### src/rtl/scan_display_ctrl.sv
// Multiplexed 7-segment scan driver: per-digit divider, frame latch, leading-zero blanking, error pattern.
// Optional error blink is built only when SCAN_BLINK_EN is defined.
module scan_display_ctrl #(
  parameter int NUM_DIGITS = 4,
  parameter int CLK_HZ     = 50_000_000,
  parameter int SCAN_HZ    = 1000,
  parameter int BLINK_HZ   = 2
) (
  input  logic                    clk_50M,
  input  logic                    rst_n,
  input  logic [4*NUM_DIGITS-1:0] DataIn,
  input  logic                    ErrorFlag,
  output logic [NUM_DIGITS-1:0]   DIG,
  output logic [6:0]              codeout,
  output logic                    frame_tick
);

  localparam int DIV   = CLK_HZ / SCAN_HZ;
  localparam int DIV_W = (DIV > 1) ? $clog2(DIV) : 1;
  localparam int IDX_W = (NUM_DIGITS > 1) ? $clog2(NUM_DIGITS) : 1;

  localparam logic [DIV_W-1:0] DIV_LAST = DIV_W'(DIV - 1);
  localparam logic [IDX_W-1:0] IDX_LAST = IDX_W'(NUM_DIGITS - 1);

  localparam logic [6:0] SEG_E    = 7'b1001111;
  localparam logic [6:0] SEG_DASH = 7'b0000001;

  function automatic logic [6:0] glyph(input logic [3:0] n);
    logic [6:0] s;
    case (n)
      4'd0:    s = 7'b1111110;
      4'd1:    s = 7'b0110000;
      4'd2:    s = 7'b1101101;
      4'd3:    s = 7'b1111001;
      4'd4:    s = 7'b0110011;
      4'd5:    s = 7'b1011011;
      4'd6:    s = 7'b1011111;
      4'd7:    s = 7'b1110000;
      4'd8:    s = 7'b1111111;
      4'd9:    s = 7'b1111011;
      default: s = SEG_DASH;
    endcase
    return s;
  endfunction

  logic [DIV_W-1:0]        div_cnt_q, div_cnt_d;
  logic [IDX_W-1:0]        idx_q, idx_d;
  logic [4*NUM_DIGITS-1:0] frame_q, frame_d;
  logic                    err_q, err_d;
  logic [NUM_DIGITS-1:0]   dig_q, dig_d;
  logic [6:0]              seg_q, seg_d;
  logic                    tick_q, tick_d;

  logic                    scan_tick;
  logic [4*NUM_DIGITS-1:0] src_frame;
  logic                    src_err;
  logic [3:0]              nib;
  logic                    all_zero;
  logic                    blank;

  always_comb begin
    scan_tick = (div_cnt_q == DIV_LAST);
    div_cnt_d = scan_tick ? '0 : div_cnt_q + 1'b1;
    idx_d     = idx_q;
    frame_d   = frame_q;
    err_d     = err_q;
    dig_d     = dig_q;
    seg_d     = seg_q;
    tick_d    = 1'b0;
    src_frame = frame_q;
    src_err   = err_q;
    nib       = '0;
    all_zero  = 1'b1;
    blank     = 1'b0;

    if (scan_tick) begin
      // On a wrap, digit 0 is decoded from the value being latched this edge.
      if (idx_q == IDX_LAST) begin
        idx_d     = '0;
        frame_d   = DataIn;
        err_d     = ErrorFlag;
        tick_d    = 1'b1;
        src_frame = DataIn;
        src_err   = ErrorFlag;
      end else begin
        idx_d = idx_q + 1'b1;
      end

      // Walk from the top digit down so all_zero covers nibbles i..NUM_DIGITS-1.
      for (int unsigned k = 0; k < NUM_DIGITS; k++) begin
        all_zero = all_zero && (src_frame[4*(NUM_DIGITS-1-k) +: 4] == 4'd0);
        if (IDX_W'(NUM_DIGITS-1-k) == idx_d) begin
          nib   = src_frame[4*(NUM_DIGITS-1-k) +: 4];
          blank = all_zero && (k != NUM_DIGITS-1);
        end
      end

      for (int unsigned i = 0; i < NUM_DIGITS; i++) begin
        dig_d[i] = (IDX_W'(i) != idx_d);
      end

      if (src_err) begin
        seg_d = (idx_d == '0) ? SEG_E : SEG_DASH;
      end else if (blank) begin
        seg_d = '0;
      end else begin
        seg_d = glyph(nib);
      end
    end
  end

  always_ff @(posedge clk_50M) begin
    if (!rst_n) begin
      div_cnt_q <= '0;
      idx_q     <= IDX_LAST;
      frame_q   <= '0;
      err_q     <= 1'b0;
      dig_q     <= '1;
      seg_q     <= '0;
      tick_q    <= 1'b0;
    end else begin
      div_cnt_q <= div_cnt_d;
      idx_q     <= idx_d;
      frame_q   <= frame_d;
      err_q     <= err_d;
      dig_q     <= dig_d;
      seg_q     <= seg_d;
      tick_q    <= tick_d;
    end
  end

  assign frame_tick = tick_q;

`ifdef SCAN_BLINK_EN
  localparam int HALF  = (CLK_HZ / BLINK_HZ / 2 > 1) ? CLK_HZ / BLINK_HZ / 2 : 1;
  localparam int BLK_W = (HALF > 1) ? $clog2(HALF) : 1;
  localparam logic [BLK_W-1:0] BLK_LAST = BLK_W'(HALF - 1);

  logic [BLK_W-1:0] blink_cnt_q, blink_cnt_d;
  logic             blink_ph_q, blink_ph_d;

  always_comb begin
    blink_cnt_d = blink_cnt_q + 1'b1;
    blink_ph_d  = blink_ph_q;
    if (!err_q) begin
      blink_cnt_d = '0;
      blink_ph_d  = 1'b1;
    end else if (blink_cnt_q == BLK_LAST) begin
      blink_cnt_d = '0;
      blink_ph_d  = ~blink_ph_q;
    end
  end

  always_ff @(posedge clk_50M) begin
    if (!rst_n) begin
      blink_cnt_q <= '0;
      blink_ph_q  <= 1'b1;
    end else begin
      blink_cnt_q <= blink_cnt_d;
      blink_ph_q  <= blink_ph_d;
    end
  end

  // Off-phase only masks the pins; the scan keeps running underneath.
  assign DIG     = (err_q && !blink_ph_q) ? '1 : dig_q;
  assign codeout = (err_q && !blink_ph_q) ? '0 : seg_q;
`else
  assign DIG     = dig_q;
  assign codeout = seg_q;
`endif

endmodule

### config.mk
export PLATFORM = sky130hd
export DESIGN_NAME = scan_display_ctrl
export DESIGN_NICKNAME = d
export VERILOG_FILES = /design/src/rtl/scan_display_ctrl.sv
export SDC_FILE = /design/constraint.sdc
export NUM_CORES = 1
export LEC_CHECK = 0
export CELL_PAD_IN_SITES_DETAIL_PLACEMENT = 1
export CELL_PAD_IN_SITES_GLOBAL_PLACEMENT = 1
export CORE_AREA = 2 2 81 83
export DETAILED_ROUTE_END_ITERATION = 8
export DIE_AREA = 0 0 83 85
export GPL_ROUTABILITY_DRIVEN = 1
export PLACE_DENSITY = 0.81
export SLEW_MARGIN = 10
export SYNTH_ARGS = -nofsm -noshare
export SYNTH_HDL_FRONTEND = slang
export SYNTH_SLANG_ARGS = --single-unit
### constraint.sdc
create_clock -name clk_50M -period 2.5 [get_ports clk_50M]
set_clock_uncertainty 0.15 [all_clocks]
set_input_delay 0.25 -clock clk_50M [delete_from_list [all_inputs] [get_ports clk_50M]]
set_output_delay 0.25 -clock clk_50M [all_outputs]
set_load 0.02 [all_outputs]
==> results of run 1 <==
==> worst reg2reg max path, stage by stage, from the launching register on <==
cell and delay (ps):
dfxtp_2 350, inv_1 120, ha_2 270, nor3b_1 270, a211o_1 170, inv_1 70
ha_1 210, a2111oi_2 350, buf_4 170, a211oi_1 40, o22ai_1 170
==> per-stage QoR <==
step | hold slack, ps | cells | power (uW) | cell area (um^2) | util
after CTS | 327 | 370 | 1360 | 2710 | 0.437
after global placement | 294 | 362 | 799 | 2590 | 0.417
after global routing | 346 | 373 | 1410 | 2750 | 0.443
after detailed placement | 305 | 362 | 802 | 2590 | 0.417
after floorplan | 244 | 253 | 753 | 2140 | -
final | 323 | 373 | 1350 | 2750 | 0.443
==> sequential cells by signal, summed over array words and instances, names as in the netlist <==
register	flops
err_q	1
DIG	4
codeout	7
frame_tick	1
frame_q	12
idx_q	2
div_cnt_q	16
==> timing repair <==
item	in CTS	in global routing
setup buffers	0	3
cloned	0	0
pin swaps	0	1
endpoints found under the setup margin	2	7
gates resized for setup	5	7
==> power groups by stage <==
stage               Sequential (uW)  Clock [uW]  Combinational, uW
CTS                             692         575               95.9
detailed placement              708           0               93.5
finish                          692         561                102
global route                    694         609                111
global placement                708           0               91.2
floorplan                       708           0               45.0
==> layout make-up <==
| cell class | count | share of cell area |
|---|---|---|
| clock buffer | 5 | 0.0250 |
| clock inverter | 3 | 0.0159 |
| inverter | 11 | 0.0150 |
| multi-input combinational | 186 | 0.437 |
| sequential | 43 | 0.314 |
| tap | 77 | 0.0350 |
| timing repair buffer | 48 | 0.158 |
==> per-layer routing <==
metal	track usage	routed length [um]
met5	0	0
met4	0.0581	110
met3	0.0379	173
met2	0.309	3120
met1	0.212	2570
==> cell families (layout without fill, tap and decap cells) <==
kind of cell	Yosys count	after routing	synth area share
simple gates	100	100	0.234
flops	43	43	0.403
fa+ha+maj	10	10	0.0585
buf+inv	24	67	0.0468
xor+xnor	14	14	0.0574
mux	6	6	0.0293
compound gates	56	56	0.172
==> final timing paths <==
| check | startpoint | endpoint | slack (ps) | depth (start not counted) |
|---|---|---|---|---|
| max reg2reg | idx_q[0]$_SDFFE_PN1N_ | codeout[6]$_SDFFE_PN0N_ | 90 | 10 |
| max | idx_q[0]$_SDFFE_PN1N_ | codeout[6]$_SDFFE_PN0N_ | 90 | 10 |
| min | div_cnt_q[0]$_SDFF_PP0_ | div_cnt_q[0]$_SDFF_PP0_ | 320 | 1 |
| min reg2reg | div_cnt_q[0]$_SDFF_PP0_ | div_cnt_q[0]$_SDFF_PP0_ | 320 | 1 |
==> Yosys cell counts, drive strengths merged, types with 6 or more instances <==
library cell	instances
o22ai	6
nor2	29
inv	11
ha	10
a21oi	17
nand2	23
xnor2	7
a211oi	10
xor2	7
nand3	15
dfxtp	43
o21ai	6
buf	8
==> impl_metrics.yaml, run 1 <==
status:
  status: "finished, final reports clean"
yosys:
  async_reset_ff_frac: 0
  synth_cells: 253
  yosysWarningCount: 0
  syn_avg_cell_area_um2: 8.45
  yosys-top-cells-area: "dfxtp_1 (40%), ha_1 (5.9%), nor2_1 (4.9%)"
  ys.flop_type: "dfxtp_1"
  synth.distinct_cells: 42
  syn_area_um2: 2140
  syn_nets: 282
  yosysTopAreaCellShare: 0.403
  synth_top_cell_by_area: "dfxtp_1"
  synth-seq-cells: 43
  ys_seq_area_frac: 0.403
  synth_edf_count: 0
die:
  fp.dieW_um: 83
  die-height_um: 85
  initial_core_util: 0.344
  coreArea_um2: 6200
  rows: 29
  io_pins: 31
  die-area_um2: 7060
sta:
  min_period_over_period: 0.965
  finalSetupViolCount: 0
  tightest_slew_ps: 597
  fin_crit_ps: 2410
  fin_ws_ps: 87.1
  hold_viol: 0
  fmax_mhz: 414
  tns_ps: 0
  max_slew_margin: 0.602
  drv_slew: 0
final_layout:
  seq_area_um2: 863
  drive_gt1_frac: 0.145
  nets: 324
  diodes: 0
  multiInputGateArea_um2: 1200
  final_cell_mix: "dfxtp_1 (41), clkdlybuf4s50_1 (30), nor2_1 (28)"
  area_growth_pct: 28.7
  final_common_cell: "dfxtp_1"
  num-fill-cells: 739
job:
  maxCapViolCount: 0
clocking:
  cts_buffers: 5
  tritoncts: "built"
  htreeDepth: 2
  ctsHoldBuffers: 0
  clock-root-buffer: "clkbuf_8"
  path_clk_slew_ps: 90
  clockBufferDepth: 2
  cts_sinks: 43
  clk_latency_ps: 310
placement:
  port_buffers: 30
  post-place-ws_ps: -66.8
  place.gp.congestion: 0.799
  dp_hpwl_um: 4240
grt:
  grt_pass1_vias: 2094
  grt_overflow_total: 0
  antenna_found_initial: 0
  gr-usage-all-layers: 0.175
  grt_max_degree: 19
  grt_pass1_wl_um: 9960
route:
  drt-pass1-iter-count: 4
  vias_per_cell: 5.33
  wl_um: 5970
  postRouteAntennaNets: 0
  drc: 0
  drtIter0Drc: 72
  drt-wirelength-per-cell_um: 16.0
  num_vias: 1987
worst_setup_path:
  crit_top_cell: "inv_1"
  start_kind: "register"
  crit_type: "reg -> reg"
  critPathRequiredTime_ps: 2580
  crit_buf_inv: 3
  critPathSlowestCell: "dfxtp_2"
  crit_path_end_kind: "register"
  slowest_delay_ps: 350
  path_max_fanout: 7
  crit_family: "compound AO/OA/AOI/OAI gates"
  cp_cell_sequence: "inv_1, ha_2, nor3b_1, a211o_1, inv_1, ha_1, a2111oi_2, buf_4, a211oi_1, o22ai_1"
  arrival_ps: 2490
power_and_ir_drop:
  p_clk_frac: 0.414
  p_leak_uw: 0.00107
  switchingPower_uw: 316
  irDropWorstVdd_mv: 0.275
  p_per_area_nw_per_um2: 493
  p_sw_frac: 0.233
  comb_power_share: 0.075
  internal-power_uw: 1040
  sequentialPowerShare: 0.511
hold_path:
  hold_path.class: "reg -> reg"
(Power assumes the default switching activity.)
==> run 2: changes to the inputs <==
--- a/config.mk
+++ b/config.mk
@@ -11,6 +11,7 @@
 export DETAILED_ROUTE_END_ITERATION = 8
 export DIE_AREA = 0 0 83 85
 export GPL_ROUTABILITY_DRIVEN = 1
+export GPL_TIMING_DRIVEN = 0
 export PLACE_DENSITY = 0.81
 export SLEW_MARGIN = 10
 export SYNTH_ARGS = -nofsm -noshare
==> run 2 against run 1 <==
Against the previous run: global-route usage fell by 0.73 points; utilization fell by 0.46 points; hold slack got worse by 11 ps; critical path depth rose by 1; non-clock buffer count fell by 1; combinational power barely moved; worst setup slack got worse by 14 ps.
==> impl_metrics.yaml, run 2 (same netlist as run 1, synthesis figures left out) <==
status:
  status: "finished, final reports clean"
worst_setup_path:
  timing.rr.end: "codeout[6]$_SDFFE_PN0N_"
  start_kind: "register"
  critPathRequiredTime_ps: 2570
  regToRegStartpoint: "idx_q[0]$_SDFFE_PN1N_"
  startpoint: "idx_q[0]$_SDFFE_PN1N_"
  crit_path_end: "codeout[6]$_SDFFE_PN0N_"
  crit_path_end_kind: "register"
  arrival_ps: 2500
  rrSetupSlack_ps: 70
  crit_type: "reg -> reg"
  path_max_fanout: 10
  r2r_cells: 11
grt:
  grt_pass1_wl_um: 9420
  gr-usage-all-layers: 0.168
  grt_pass1_vias: 1988
  grt_max_degree: 13
  antenna_found_initial: 0
  grt_overflow_total: 0
die:
  fp.dieW_um: 83
  io_pins: 31
  die-area_um2: 7060
  rows: 29
  initial_core_util: 0.344
  die-height_um: 85
  coreArea_um2: 6200
route:
  vias_per_cell: 5.28
  drtIter0Drc: 56
  drt-wirelength-per-cell_um: 15.5
  drt-pass1-iter-count: 4
  wl_um: 5740
  postRouteAntennaNets: 0
  drc: 0
  num_vias: 1958
power_and_ir_drop:
  irDropWorstVdd_mv: 0.234
  p_per_area_nw_per_um2: 459
  p_leak_uw: 0.00103
sta:
  min_period_over_period: 0.971
  holdWs_ps: 312
  max_slew_margin: 0.600
  drv_slew: 0
  fin_crit_ps: 2430
  finalSetupViolCount: 0
  tightest_slew_ps: 600
  fmax_mhz: 412
  hold_viol: 0
  grt_setup_unrepaired: "yes"
final_layout:
  diodes: 0
  final_cell_mix: "dfxtp_1 (41), clkdlybuf4s50_1 (30), nor2_1 (28)"
  final_common_cell: "dfxtp_1"
  regMostFlops: "div_cnt_q"
  utilization: 0.439
  nets: 323
  largest_register_ff_count: 16
  area_growth_pct: 27.3
  drive_gt1_frac: 0.136
placement:
  port_buffers: 30
  place.gp.congestion: 0.804
  dp_hpwl_um: 4310
clocking:
  clockBufferDepth: 2
  tritoncts: "built"
  ctsHoldBuffers: 0
  cts_sinks: 43
  clk_latency_ps: 290
  path_clk_slew_ps: 80
  clock-root-buffer: "clkbuf_8"
  htreeDepth: 2
  cts_buffers: 5
hold_path:
  hold_path.class: "reg -> reg"
job:
  maxCapViolCount: 0
==> run 2: worst max-delay path, stage by stage (launching register included) <==
cell	delay, ps
dfxtp_2	370
inv_1	80
ha_1	230
clkbuf_4	190
nor2b_1	150
o21ai_2	220
nand2_2	140
buf_4	160
ha_1	160
a211oi_1	230
a211oi_1	100
o22ai_1	170
==> run 2: per-layer routing <==
metal / track usage / up-vias / routed length, um / share of wire
met5: 0 / - / 0 / 0
met4: 0.0641 / 0 / 121 / 0.021
met3: 0.0389 / 11 / 105 / 0.018
met2: 0.296 / 19 / 2970 / 0.52
met1: 0.199 / 948 / 2540 / 0.44
li1: - / 980 / - / -
==> run 2: cell type report <==
type	count	area (um^2)
repair buffers	35	338
flip-flops and latches	43	863
well taps	77	96.3
inverters	11	41.3
multi-input cells	186	1240
fillers	740	3480
clock buffers	6	82.6
clock inverters	1	5.00
plain buffers	12	58.8
==> run 2: worst min-delay path by stage <==
| stage | start | to | cells past startpoint |
|---|---|---|---|
| final | div_cnt_q[0]$_SDFF_PP0_ | div_cnt_q[0]$_SDFF_PP0_ | 1 |
| after global routing | frame_q[14]$_SDFFE_PN0N_ | frame_q[14]$_SDFFE_PN0N_ | 2 |
| after CTS | div_cnt_q[0]$_SDFF_PP0_ | div_cnt_q[0]$_SDFF_PP0_ | 1 |
| after detailed placement | div_cnt_q[0]$_SDFF_PP0_ | div_cnt_q[0]$_SDFF_PP0_ | 1 |
| after global placement | div_cnt_q[0]$_SDFF_PP0_ | div_cnt_q[0]$_SDFF_PP0_ | 1 |
| after floorplan | DataIn[4] | frame_q[4]$_SDFFE_PN0N_ | 2 |
==> run 2: per-stage QoR <==
stage	setup TNS (ps)	setup slack, ps	area [um^2]	power [uW]	instances
floorplan	0	102	2140	753	253
global placement	-940	-372	2530	796	360
detailed placement	-1310	-467	2530	799	360
CTS	0	32.3	2660	1260	368
global route	-137	-48.1	2720	1300	371
finish	0	72.7	2720	1250	371
==> run 2: repair_timing <==
item / 4_1_cts / 5_1_grt
gates resized for setup: 7 / 12
buffers inserted: 2 / 3
pin swaps: 2 / 5
setup endpoints to repair: 6 / 17
==> run 2: power by group <==
part           leakage (uW)  internal, uW  switching (uW)  total (uW)
sequential         0.000346           688            4.00         692
combinational      0.000642          53.6            50.0         104
clock             0.0000470           217             238         455
total               0.00103           959             292        1250
